==> config.mk <==
export PLATFORM = sky130hd
export DESIGN_NAME = std_fp_accum_pipe
export DESIGN_NICKNAME = d
export VERILOG_FILES = /design/src/rtl/std_fp_accum_pipe.sv
export SDC_FILE = /design/constraint.sdc
export NUM_CORES = 1
export LEC_CHECK = 0
export BUFFER_PORTS_ARGS = -buffer_cell sky130_fd_sc_hd__buf_2
export CORE_AREA = 2 2 156 82
export CTS_CLUSTER_DIAMETER = 50
export DETAILED_ROUTE_END_ITERATION = 16
export DIE_AREA = 0 0 158 84
export GPL_ROUTABILITY_DRIVEN = 0
export PLACE_DENSITY = 0.7
export SLEW_MARGIN = 10
export SYNTH_ARGS = -nofsm -noshare
export SYNTH_HDL_FRONTEND = slang
export SYNTH_SLANG_ARGS = --single-unit
==> constraint.sdc <==
create_clock -name clk -period 2.4 [get_ports clk]
set_clock_uncertainty 0.1 [all_clocks]
set_input_delay 0.12 -clock clk [delete_from_list [all_inputs] [get_ports clk]]
set_output_delay 0.12 -clock clk [all_outputs]
set_load 0.1 [all_outputs]
==> src/rtl/std_fp_accum_pipe.sv <==
// Unsigned fixed-point accumulator with go/done handshake: sums len valid beats into a
// guard-widened accumulator, then saturates the total back to the WIDTH-bit format.
module std_fp_accum_pipe #(
   parameter int unsigned WIDTH      = 32,
   parameter int unsigned INT_WIDTH  = 16,
   parameter int unsigned FRAC_WIDTH = 16,
   parameter int unsigned GUARD      = 8,
   parameter int unsigned LEN_WIDTH  = 8
) (
   input  logic                 clk,
   input  logic                 reset,
   input  logic                 go,
   input  logic [LEN_WIDTH-1:0] len,
   input  logic                 in_valid,
   input  logic [WIDTH-1:0]     in,
   output logic [WIDTH-1:0]     out,
   output logic                 overflow,
   output logic                 done
);

   localparam int unsigned ACC_W = WIDTH + GUARD;

   if (INT_WIDTH + FRAC_WIDTH != WIDTH) begin : g_bad_format
      $error("std_fp_accum_pipe: INT_WIDTH + FRAC_WIDTH must equal WIDTH");
   end

   typedef enum logic [1:0] {
      S_IDLE  = 2'd0,
      S_ACC   = 2'd1,
      S_FINAL = 2'd2,
      S_DONE  = 2'd3
   } state_e;

   state_e               state_q;
   logic [ACC_W-1:0]     acc_q;
   logic [LEN_WIDTH-1:0] count_q;
   logic [LEN_WIDTH-1:0] len_q;

   logic [LEN_WIDTH-1:0] count_inc_c;
   logic [ACC_W-1:0]     acc_sum_c;
   logic                 acc_ovf_c;

   // Same-format operands align without shifting; the sum is exact.
   assign count_inc_c = count_q + LEN_WIDTH'(1);
   assign acc_sum_c   = acc_q + ACC_W'(in);
   assign acc_ovf_c   = |acc_q[ACC_W-1:WIDTH];

   always_ff @(posedge clk) begin
      if (reset) begin
         state_q  <= S_IDLE;
         acc_q    <= '0;
         count_q  <= '0;
         len_q    <= '0;
         out      <= '0;
         overflow <= 1'b0;
         done     <= 1'b0;
      end else begin
         done <= 1'b0;
         case (state_q)
            S_IDLE: begin
               if (go) begin
                  len_q   <= len;
                  acc_q   <= '0;
                  count_q <= '0;
                  state_q <= (len == '0) ? S_FINAL : S_ACC;
               end
            end
            S_ACC: begin
               if (!go) begin
                  state_q <= S_IDLE;
               end else if (in_valid) begin
                  acc_q   <= acc_sum_c;
                  count_q <= count_inc_c;
                  if (count_inc_c == len_q) begin
                     state_q <= S_FINAL;
                  end
               end
            end
            S_FINAL: begin
               // An abort here leaves out/overflow at their pre-operation values.
               if (!go) begin
                  state_q <= S_IDLE;
               end else begin
                  out      <= acc_ovf_c ? '1 : acc_q[WIDTH-1:0];
                  overflow <= acc_ovf_c;
                  done     <= 1'b1;
                  state_q  <= S_DONE;
               end
            end
            S_DONE: begin
               state_q <= S_IDLE;
            end
            default: begin
               state_q <= S_IDLE;
            end
         endcase
      end
   end

endmodule

==> results of run 1 <==
[through the flow]
stage	instance area, um^2	utilization
5_1_grt	7360	0.607
3_5_place_dp	6450	0.532
2_1_floorplan	5300	-
4_1_cts	7080	0.584
6_report	7360	0.607
3_3_place_gp	6450	0.532
[state kept, by name, summed over array words and instances (netlist names)]
| signal | cells |
|---|---|
| state_q | 2 |
| len_q | 8 |
| out | 32 |
| count_q | 8 |
| acc_q | 40 |
| done | 1 |
| overflow | 1 |
[critical path, delay by kind of cell (launching register included)]
family,cells,cell delay (ns)
mux,1,0.11
fa+ha+maj,1,0.24
compound gates,4,1.21
simple gates,3,0.60
flops,1,0.34
[cells by family (layout without fill, tap and decap cells)]
group,after synthesis,after routing
fa+ha+maj,34,34
simple gates,261,261
mux,16,16
flops,92,92
buf+inv,37,219
compound gates,153,153
xor+xnor,40,40
[placed cells by master (no fill, tap or decap), types with 9 or more instances in the layout]
master,n
nand3_1,12
dfxtp_1,83
a22oi_1,11
nor3_1,37
clkbuf_16,9
a21o_1,16
ha_4,12
a22o_1,17
nand2_1,32
ha_1,20
o21ai_0,18
mux2i_1,16
xor2_1,9
buf_4,103
nor2_1,116
xnor2_1,27
a21oi_1,27
buf_6,9
buf_2,77
[Yosys cell counts (3+ instances only)]
master	number	area share
a211o_1	4	0.0067
a21o_1	17	0.025
a21oi_1	38	0.037
a22o_1	17	0.029
a22oi_1	11	0.016
a31o_2	3	0.0050
and2_1	5	0.0060
and3_1	11	0.013
and4_1	4	0.0067
clkbuf_1	30	0.022
dfxtp_1	92	0.35
ha_1	33	0.079
inv_1	6	0.0043
mux2i_1	16	0.031
nand2_1	36	0.026
nand2b_1	4	0.0048
nand3_1	12	0.012
nand4_1	7	0.0084
nor2_1	118	0.085
nor2b_1	7	0.0084
nor3_1	39	0.037
nor4_1	5	0.0060
o211ai_1	3	0.0043
o21a_1	7	0.010
o21ai_0	24	0.023
o21bai_1	3	0.0043
o31a_1	3	0.0050
or3_1	8	0.0096
xnor2_1	30	0.050
xor2_1	10	0.017
[timing repair]
action,CTS,global route
resized for setup,37,43
hold buffers,8,0
setup buffers,12,13
hold endpoints to repair,8,0
setup endpoints to repair,26,31
pin swaps,25,34
[layer usage]
metal  vias up  global-route usage
li1       2629                   -
met1      2597               0.342
met4         0              0.0606
met3        25              0.0566
met5         -                   0
met2       184               0.364
[power groups by stage]
stage	Sequential [mW]	Combinational, mW	Clock, mW
6_report	1.57	0.527	1.49
2_1_floorplan	1.60	0.258	0
5_1_grt	1.57	0.569	1.56
3_5_place_dp	1.60	0.443	0
4_1_cts	1.57	0.482	1.50
3_3_place_gp	1.60	0.429	0
[cell type report]
cell class	instances	area [um^2]
Multi-Input combinational cell	504	3630
Clock buffer	11	243
Timing Repair Buffer	197	1340
Tap cell	170	213
Clock inverter	5	60.1
Fill cell	1017	4760
Inverter	6	22.5
Sequential cell	92	1860
[worst max-delay path by stage]
stage                          from         to  cells after the start
after floorplan            acc_q[1]  acc_q[37]                      9
after global placement     acc_q[1]  acc_q[37]                      9
after detailed placement   acc_q[0]  acc_q[36]                     10
after CTS                  acc_q[1]  acc_q[37]                      9
after global routing      acc_q[16]  acc_q[37]                      9
final                     acc_q[14]  acc_q[37]                      9
==> reports/qor.txt, run 1 <==
Mux share of post-synthesis cell area -> 0.0308
Final period utilization -> 1.14
Internal power -> 2.64 mW
Synth Area in Compound Gates -> 0.208
TNS Setup -> -5.00 ns
Crit path arrival time -> 2.87 ns
Critical path, cell by cell -> ha_4, and4_1, and3_1, a211o_1, a21o_1, o31a_1, a41o_1, and3_1, mux2i_1
R2R cell count -> 9
Asr flop ratio synth -> 0
Pins Over Slew Limit -> 0
Final WS setup -> -0.325 ns
Area Overhead vs Synth -> 41.4%
Tmin final -> 2.72 ns
# diodes -> 0
Final hold violations -> 0
Detailed Place HPWL -> 11400 um
DR DRC count -> 0
Total grt overflow -> 0
Total Power -> 3.58 mW
DR vias -> 5435
Comb power frac -> 0.147
Area share of and/or/nand/nor cells after synthesis -> 0.231
Unrepaired setup endpoints after global routing -> yes
Clock net sink count -> 92
Max-slew headroom at the worst pin -> 0.588
Placed cells -> 938
Leakage power -> 3.42 nW
Pwr Density -> 487 mW/mm^2
Inserted Clock Buffers -> 9
Top Layer Used -> met4
Max_cap viols -> 0
Combinational family with the most area after synthesis -> simple AND/OR/NAND/NOR gates
Die span in x -> 158 um
Die H -> 84 um
Core box area -> 0.0121 mm^2
Layout Cells excl Fill -> 985
Reg2reg start -> acc_q[14]
Sequential Power Share -> 0.438
Die Area -> 0.0133 mm^2
Achievable frequency -> 367 MHz
Worst slew pin tran -> 0.618 ns
Hold path startpoint -> go
Number of flops mapped to enable cells by yosys -> 0
DRT Wirelength -> 16100 um
Row count -> 29
Mapped Area -> 0.00521 mm^2
Switching part of the total -> 0.264
R2R Path End -> acc_q[37]
DR WL/cell -> 16.3 um
Vias/cell -> 5.52
First-pass GRT wire length -> 25400 um
Root Buffer -> clkbuf_16
Critical Path End Type -> register
Pre-CTS setup slack -> -0.378 ns
NetSw -> 0.945 mW
CTS tree -> built
Worst stage delay on the critical path -> 0.39 ns
WS Path Type -> reg2reg
Hold worst-path end -> state_q[0]
Outcome -> finished, violations left
Largest net degree at the start of global routing -> 36
Seq/Total Area, Yosys -> 0.354
Routed Antenna Nets -> 0
Nets -> 888
Htree depth -> 3
Netlist cell types -> 53
Synth Flop Type -> dfxtp_1
DRT iter0 DRCs -> 446
Avg Inst Size Synth -> 8.23 um^2
1st-pass router iterations -> 5
Clock Path Buffers -> 2
Endpoints failing setup -> 24
CTS clk-pin slew, worst paths -> 0.07 ns
#FFs+latches synth -> 92
Worst setup SP type -> register
CP Max Fanout -> 5
Maximum vdd drop -> 0.289 mV
Failing checks -> setup timing
Synth Area in XOR/XNOR -> 0.0673
Syn nets -> 711
Critical path's most frequent cell -> and3_1
Met2 routed WL -> 7080 um
Hold Path Class -> in2reg
Initial antenna violation count -> 0
Adder-cell share of the synthesized area -> 0.0831
Clock power frac -> 0.415
IO Count -> 78
All-Layer GR Usage -> 0.240
Vias in the first global route -> 5205
WL met3 -> 1110 um
Proportion of layout cells with a drive suffix above 1 -> 0.337
Initial core utilization -> 0.430
CP required -> 2.55 ns
Syn Inst Count -> 633
Met1 Wirelength -> 7700 um
Ys Warns -> 0
Tightest hold margin -> 0.00820 ns
R2R Setup Slk -> -0.32 ns
Hold Crit Depth -> 2
Critical path's slowest cell -> o31a_1
Port Buf Inserts -> 77
Worst-skew pair later-pin latency -> 0.36 ns
Note: power is estimated with default switching activity, not from simulation.
==> run 2, diff against run 1 <==
Settings changed: ABC_AREA set to 1, CORE_AREA 2 2 156 82 to 2 2 172 90, DIE_AREA 0 0 158 84 to 0 0 174 92, PLACE_DENSITY 0.7 to 0.69.
==> reports/qor.txt, run 2 <==
Outcome -> finished, final reports clean (was finished, violations left)
Largest regs -> acc_q (40), out (32) (unchanged)
Initial core utilization -> 0.434 (was 0.430)
Final period utilization -> 0.971 (was 1.14)
Multi-input logic area -> 0.00386 mm^2 (was 0.00363 mm^2)
Cell taking the most area after synthesis -> dfxtp_1 (unchanged)
Htree depth -> 3 (unchanged)
Final hold violations -> 0 (unchanged)
Endpoints failing setup -> 0 (was 24)
Hold Path Class -> in2reg (unchanged)
Critical Path End Type -> register (unchanged)
Syn Inst Count -> 1085 (was 633)
#FFs+latches synth -> 92 (unchanged)
Internal power -> 2.56 mW (was 2.64 mW)
Inserted Clock Buffers -> 9 (unchanged)
1st-pass router iterations -> 6 (was 5)
Initial antenna violation count -> 0 (unchanged)
Tmin final -> 2.33 ns (was 2.72 ns)
Netlist cell types -> 35 (was 53)
Number of flops mapped to enable cells by yosys -> 0 (unchanged)
Busiest grt layer -> met1 (was met2)
Avg Inst Size Synth -> 5.89 um^2 (was 8.23 um^2)
Vias/cell -> 5.21 (was 5.52)
Total grt overflow -> 0 (unchanged)
Setup bufs post-CTS -> 0 (was 12)
Sequential Power Share -> 0.418 (was 0.438)
Root Buffer -> clkbuf_16 (unchanged)
Switching part of the total -> 0.340 (was 0.264)
CTS tree -> built (unchanged)
Asr flop ratio synth -> 0 (unchanged)
Leakage power -> 3.83 nW (was 3.42 nW)
Pwr Density -> 521 mW/mm^2 (was 487 mW/mm^2)
Largest Register -> acc_q (unchanged)
DR WL/cell -> 15.0 um (was 16.3 um)
Comb power frac -> 0.201 (was 0.147)
TNS Setup -> 0 ns (was -5.00 ns)
Worst-skew pair later-pin latency -> 0.36 ns (about the same)
Final core utilization -> 0.506 (was 0.607)
Met1 Track Usage GR -> 0.420 (was 0.342)
Die span in x -> 174 um (was 158 um)
# fillers -> 1579 (was 1017)
Routed Antenna Nets -> 0 (unchanged)
Top cells by area, synth -> dfxtp_1, nand2_1, inv_1, a21oi_1, ha_1 (was dfxtp_1, nor2_1, ha_1, xnor2_1, nor3_1)
Cell with the most instances after synthesis -> nand2_1 (was nor2_1)
Crit path arrival time -> 2.53 ns (was 2.87 ns)
# diodes -> 0 (unchanged)
Die Area -> 0.0160 mm^2 (was 0.0133 mm^2)
Syn nets -> 1163 (was 711)
DRT Wirelength -> 20700 um (was 16100 um)
Pins Over Slew Limit -> 0 (unchanged)
WS Path Type -> reg2reg (unchanged)
Top cells by count, synth -> nand2_1, inv_1, a21oi_1, nor2_1, dfxtp_1 (was nor2_1, dfxtp_1, nor3_1)
Commonest non-fill, non-tap cell in the layout -> nand2_1 (was nor2_1)
Detailed Place HPWL -> 16400 um (was 11400 um)
Clock power frac -> 0.381 (was 0.415)
CP Max Fanout -> 4 (was 5)
CTS clk-pin slew, worst paths -> 0.08 ns (was 0.07 ns)
Area Overhead vs Synth -> 16.6% (was 41.4%)
DRT iter0 DRCs -> 864 (was 446)
NetSw -> 1.32 mW (was 0.945 mW)
Port Buf Inserts -> 77 (unchanged)
Maximum vdd drop -> 0.346 mV (was 0.289 mV)
First-pass GRT wire length -> 32900 um (was 25400 um)
Worst slew pin tran -> 0.761 ns (was 0.618 ns)
Unrepaired setup endpoints after global routing -> no (was yes)
Synth Flop Type -> dfxtp_1 (unchanged)
Vias in the first global route -> 6232 (was 5205)
Mapped Area -> 0.00639 mm^2 (was 0.00521 mm^2)
Achievable frequency -> 429 MHz (was 367 MHz)
Largest net degree at the start of global routing -> 39 (was 36)
Max_cap viols -> 0 (unchanged)
Clock net sink count -> 92 (unchanged)
Proportion of layout cells with a drive suffix above 1 -> 0.116 (was 0.337)
DR vias -> 7193 (was 5435)
Seq/Total Area, Yosys -> 0.288 (was 0.354)
Max-slew headroom at the worst pin -> 0.492 (was 0.588)
Row count -> 32 (was 29)
All-Layer GR Usage -> 0.262 (was 0.240)
Worst setup SP type -> register (unchanged)
Commonest cells after routing, fill and taps aside -> nand2_1, inv_1, a21oi_1 (was nor2_1, buf_4, dfxtp_1)
Nets -> 1250 (was 888)
Grt met3 use -> 0.0688 (was 0.0566)
CP required -> 2.60 ns (was 2.55 ns)
Top-area cell type share of the netlist area -> 0.288 (was 0.354)
Max reg flops -> 40 (unchanged)
Core box area -> 0.0147 mm^2 (was 0.0121 mm^2)
Ys Warns -> 0 (unchanged)
Clock Path Buffers -> 2 (unchanged)
Die H -> 92 um (was 84 um)
DR DRC count -> 0 (unchanged)
Storage cell area -> 0.00184 mm^2 (was 0.00186 mm^2)
Grt met2 use -> 0.341 (was 0.364)
R2R Setup Slk -> 0.07 ns (was -0.32 ns)
IO Count -> 78 (unchanged)
## run 2: cell type report
class / count / area share
well taps: 204 / 0.0343
multi-input cells: 809 / 0.519
flip-flops and latches: 92 / 0.247
repair buffers: 102 / 0.0796
clock inverters: 7 / 0.0102
clock buffers: 9 / 0.0302
inverters: 158 / 0.0796
## run 2: worst max-delay path: stages (launching register included)
cell	delay, ns
dfxtp_1	0.33
ha_1	0.30
buf_4	0.13
nand2_1	0.09
nor2_1	0.27
nand3_1	0.13
nand3_1	0.28
nand2_1	0.09
nand2_1	0.13
nand2_1	0.07
nand2_1	0.08
nand2_1	0.07
nand2_1	0.07
nand2_1	0.04
nor2_1	0.08
## run 2: per-stage QoR
stage	power, mW	instance area [um^2]	hold WS (ns)	std cells	setup slack [ns]
3_5_place_dp	2.40	7050	0.273	1357	0.0801
2_1_floorplan	2.17	6390	0.148	1085	0.344
4_1_cts	3.86	7430	0.0813	1381	0.0494
5_1_grt	4.02	7450	0.0856	1381	0.00249
6_report	3.88	7450	0.0774	1381	0.0688
3_3_place_gp	2.39	7050	0.271	1357	0.144
## run 2: path summary, 6_finish.rpt
| path | start | endpoint | cells after the start |
|---|---|---|---|
| max | acc_q[7] | acc_q[34] | 14 |
| min | go | len_q[2] | 4 |
| max reg2reg | acc_q[7] | acc_q[34] | 14 |
| min reg2reg | overflow | overflow | 2 |
## run 2: repair_timing
action                                 4_1_cts  5_1_grt
endpoints found under the hold margin        8        0
resized for setup                            0        5
setup endpoints to repair                    0       11
hold buffers                                 8        0
## run 2: kinds of logic after synthesis
| family | after synthesis | share of synthesized area |
|---|---|---|
| simple gates | 591 | 0.377 |
| buf+inv | 184 | 0.110 |
| compound gates | 178 | 0.147 |
| flops | 92 | 0.288 |
| fa+ha+maj | 34 | 0.0678 |
| xor+xnor | 6 | 0.0106 |
## run 2: per-layer routing
metal	wire length, um	part of all wire	up-vias
met5	0	0	-
met4	177	0.0085	0
met3	2420	0.12	17
met2	7280	0.35	330
met1	10800	0.52	3251
li1	-	-	3595
## run 2: power by group through the flow
stage | Combinational [mW] | Clock, mW | Sequential [mW]
2_1_floorplan | 0.427 | 0 | 1.75
4_1_cts | 0.759 | 1.48 | 1.62
6_report | 0.779 | 1.48 | 1.62
5_1_grt | 0.851 | 1.54 | 1.63
3_3_place_gp | 0.738 | 0 | 1.66
3_5_place_dp | 0.746 | 0 | 1.66
==> run 3, diff against run 2 <==
Settings changed: CORE_AREA 2 2 172 90 to 2 2 182 95, DIE_AREA 0 0 174 92 to 0 0 184 97, PLACE_DENSITY 0.69 to 0.63, TNS_END_PERCENT set to 100.
==> reports/qor.txt, run 3 (synthesis results as in run 2) <==
Outcome -> finished, final reports clean (unchanged)
Largest regs -> acc_q (40), out (32) (unchanged)
Core box area -> 0.0161 mm^2 (was 0.0147 mm^2)
Final hold violations -> 0 (unchanged)
# diodes -> 0 (unchanged)
Proportion of layout cells with a drive suffix above 1 -> 0.121 (was 0.116)
Die Area -> 0.0178 mm^2 (was 0.0160 mm^2)
1st-pass router iterations -> 5 (was 6)
Reg2reg start -> acc_q[2] (was acc_q[7])
Setup bufs post-CTS -> 0 (unchanged)
Clock net sink count -> 92 (unchanged)
Placed cells -> 1373 (was 1357)
CP Max Fanout -> 7 (was 4)
Cell area after layout -> 0.00751 mm^2 (was 0.00745 mm^2)
Buf/Inv on CP -> 0 (was 1)
IO Count -> 78 (unchanged)
WS Path Type -> reg2reg (unchanged)
Critical path, cell by cell -> ha_1, or2_1, nand3_1, nand2_1, nand2_1, nand3_1, or2_2, nand3_1, a21oi_1 (was ha_1, buf_4, nand2_1, nor2_1, nand3_1, nand3_1, nand2_1, nand2_1, nand2_1, nand2_1, nand2_1, nand2_1, nand2_1, nor2_1)
Total grt overflow -> 0 (unchanged)
R2R cell count -> 9 (was 14)
Multi-input logic area -> 0.00386 mm^2 (about the same)
CTS tree -> built (unchanged)
Hold Crit Depth -> 4 (unchanged)
Final core utilization -> 0.467 (was 0.506)
TNS Setup -> 0 ns (unchanged)
Max reg flops -> 40 (unchanged)
Layout Cells excl Fill -> 1398 (was 1381)
Root Buffer -> clkbuf_16 (unchanged)
Initial core utilization -> 0.397 (was 0.434)
Worst stage delay on the critical path -> 0.36 ns (was 0.33 ns)
Hold path startpoint -> go (unchanged)
Maximum vdd drop -> 0.342 mV (was 0.346 mV)
Vias/cell -> 5.05 (was 5.21)
Pwr Density -> 509 mW/mm^2 (was 521 mW/mm^2)
Area post-placement -> 0.00713 mm^2 (was 0.00705 mm^2)
CTS clk-pin slew, worst paths -> 0.07 ns (was 0.08 ns)
Achievable frequency -> 447 MHz (was 429 MHz)
Tmin final -> 2.24 ns (was 2.33 ns)
Vias in the first global route -> 6070 (was 6232)
Final period utilization -> 0.932 (was 0.971)
DR vias -> 7057 (was 7193)
Critical path's most frequent cell -> nand3_1 (was nand2_1)
Critical Path End Type -> register (unchanged)
Endpoints failing setup -> 0 (unchanged)
Nets -> 1261 (was 1250)
Commonest non-fill, non-tap cell in the layout -> nand2_1 (unchanged)
Inserted Clock Buffers -> 9 (unchanged)
R2R Setup Slk -> 0.16 ns (was 0.07 ns)
Worst setup SP type -> register (unchanged)
Max-slew headroom at the worst pin -> 0.482 (was 0.492)
Worst-skew pair later-pin latency -> 0.36 ns (about the same)
Htree depth -> 3 (unchanged)
DRT iter0 DRCs -> 666 (was 864)
First-pass GRT wire length -> 33600 um (was 32900 um)
Hold worst-path end -> len_q[0] (was len_q[2])
Hold Path Class -> in2reg (unchanged)
Clock Path Buffers -> 2 (unchanged)
Die span in x -> 184 um (was 174 um)
Die H -> 97 um (was 92 um)
Largest Register -> acc_q (unchanged)
DRT Wirelength -> 21500 um (was 20700 um)
Crit path arrival time -> 2.37 ns (was 2.53 ns)
Routed Antenna Nets -> 0 (unchanged)
Largest net degree at the start of global routing -> 36 (was 39)
# fillers -> 1735 (was 1579)
Pins Over Slew Limit -> 0 (unchanged)
Worst slew pin tran -> 0.776 ns (was 0.761 ns)
Detailed Place HPWL -> 16900 um (was 16400 um)
Total Power -> 3.83 mW (was 3.88 mW)
Storage cell area -> 0.00184 mm^2 (unchanged)
DR WL/cell -> 15.4 um (was 15.0 um)
DR DRC count -> 0 (unchanged)
Max_cap viols -> 0 (unchanged)
CP required -> 2.53 ns (was 2.60 ns)
Port Buf Inserts -> 77 (unchanged)
All-Layer GR Usage -> 0.245 (was 0.262)
Critical path's slowest cell -> ha_1 (was dfxtp_1)
Unrepaired setup endpoints after global routing -> no (unchanged)
Initial antenna violation count -> 0 (unchanged)
Leakage power -> 3.87 nW (was 3.83 nW)
Area Overhead vs Synth -> 17.6% (was 16.6%)
Commonest cells after routing, fill and taps aside -> nand2_1, inv_1, nor2_1, a21oi_1, dfxtp_1 (was nand2_1, inv_1, a21oi_1)
R2R Path End -> acc_q[21] (was acc_q[34])
Crit path max-delay family -> simple AND/OR/NAND/NOR gates (unchanged)
Row count -> 33 (was 32)
run 3: per-layer routing:
metal	up-vias	wire [um]	track usage
li1	3629	-	-
met3	16	2730	0.0979
met5	-	0	0
met2	288	7200	0.289
met4	0	163	0.0375
met1	3124	11400	0.399
run 3: timing repair:
| item | in CTS | in global routing |
|---|---|---|
| endpoints found under the hold margin | 14 | 0 |
| endpoints found under the setup margin | 0 | 6 |
| hold buffers | 9 | 0 |
| gates resized for setup | 0 | 4 |
run 3: area by class of cell:
class | count | share of cell area
clock buffer | 10 | 0.0305
multi-input combinational | 809 | 0.514
sequential | 92 | 0.245
timing repair buffer | 113 | 0.0903
tap | 210 | 0.0350
inverter | 158 | 0.0789
clock inverter | 6 | 0.00616
run 3: worst register-to-register path, stage by stage, from the launching register on:
cell and delay [ns]:
dfxtp_1 0.32, ha_1 0.36, or2_1 0.28, nand3_1 0.11, nand2_1 0.25, nand2_1 0.14
nand3_1 0.13, or2_2 0.29, nand3_1 0.07, a21oi_1 0.06
run 3: per-stage QoR:
step                worst slack (ns)  hold WS (ns)
floorplan                      0.344         0.148
global placement               0.192         0.272
detailed placement             0.139         0.276
CTS                            0.120        0.0768
global route                  0.0220        0.0912
finish                         0.162        0.0865
run 3: how the worst max path moves through the flow:
stage	startpoint	to	slack (ns)	cells past startpoint
2_1_floorplan	acc_q[0]	acc_q[22]	0.34	11
3_3_place_gp	acc_q[0]	acc_q[22]	0.19	11
3_5_place_dp	acc_q[0]	acc_q[22]	0.14	11
4_1_cts	acc_q[0]	acc_q[22]	0.12	11
5_1_grt	acc_q[25]	acc_q[38]	0.02	10
6_report	acc_q[2]	acc_q[21]	0.16	9
run 3: report_power, final:
| part | internal (mW) | total, mW | switching, mW |
|---|---|---|---|
| combinational | 0.244 | 0.795 | 0.551 |
| sequential | 1.58 | 1.62 | 0.0423 |
| clock | 0.716 | 1.41 | 0.693 |
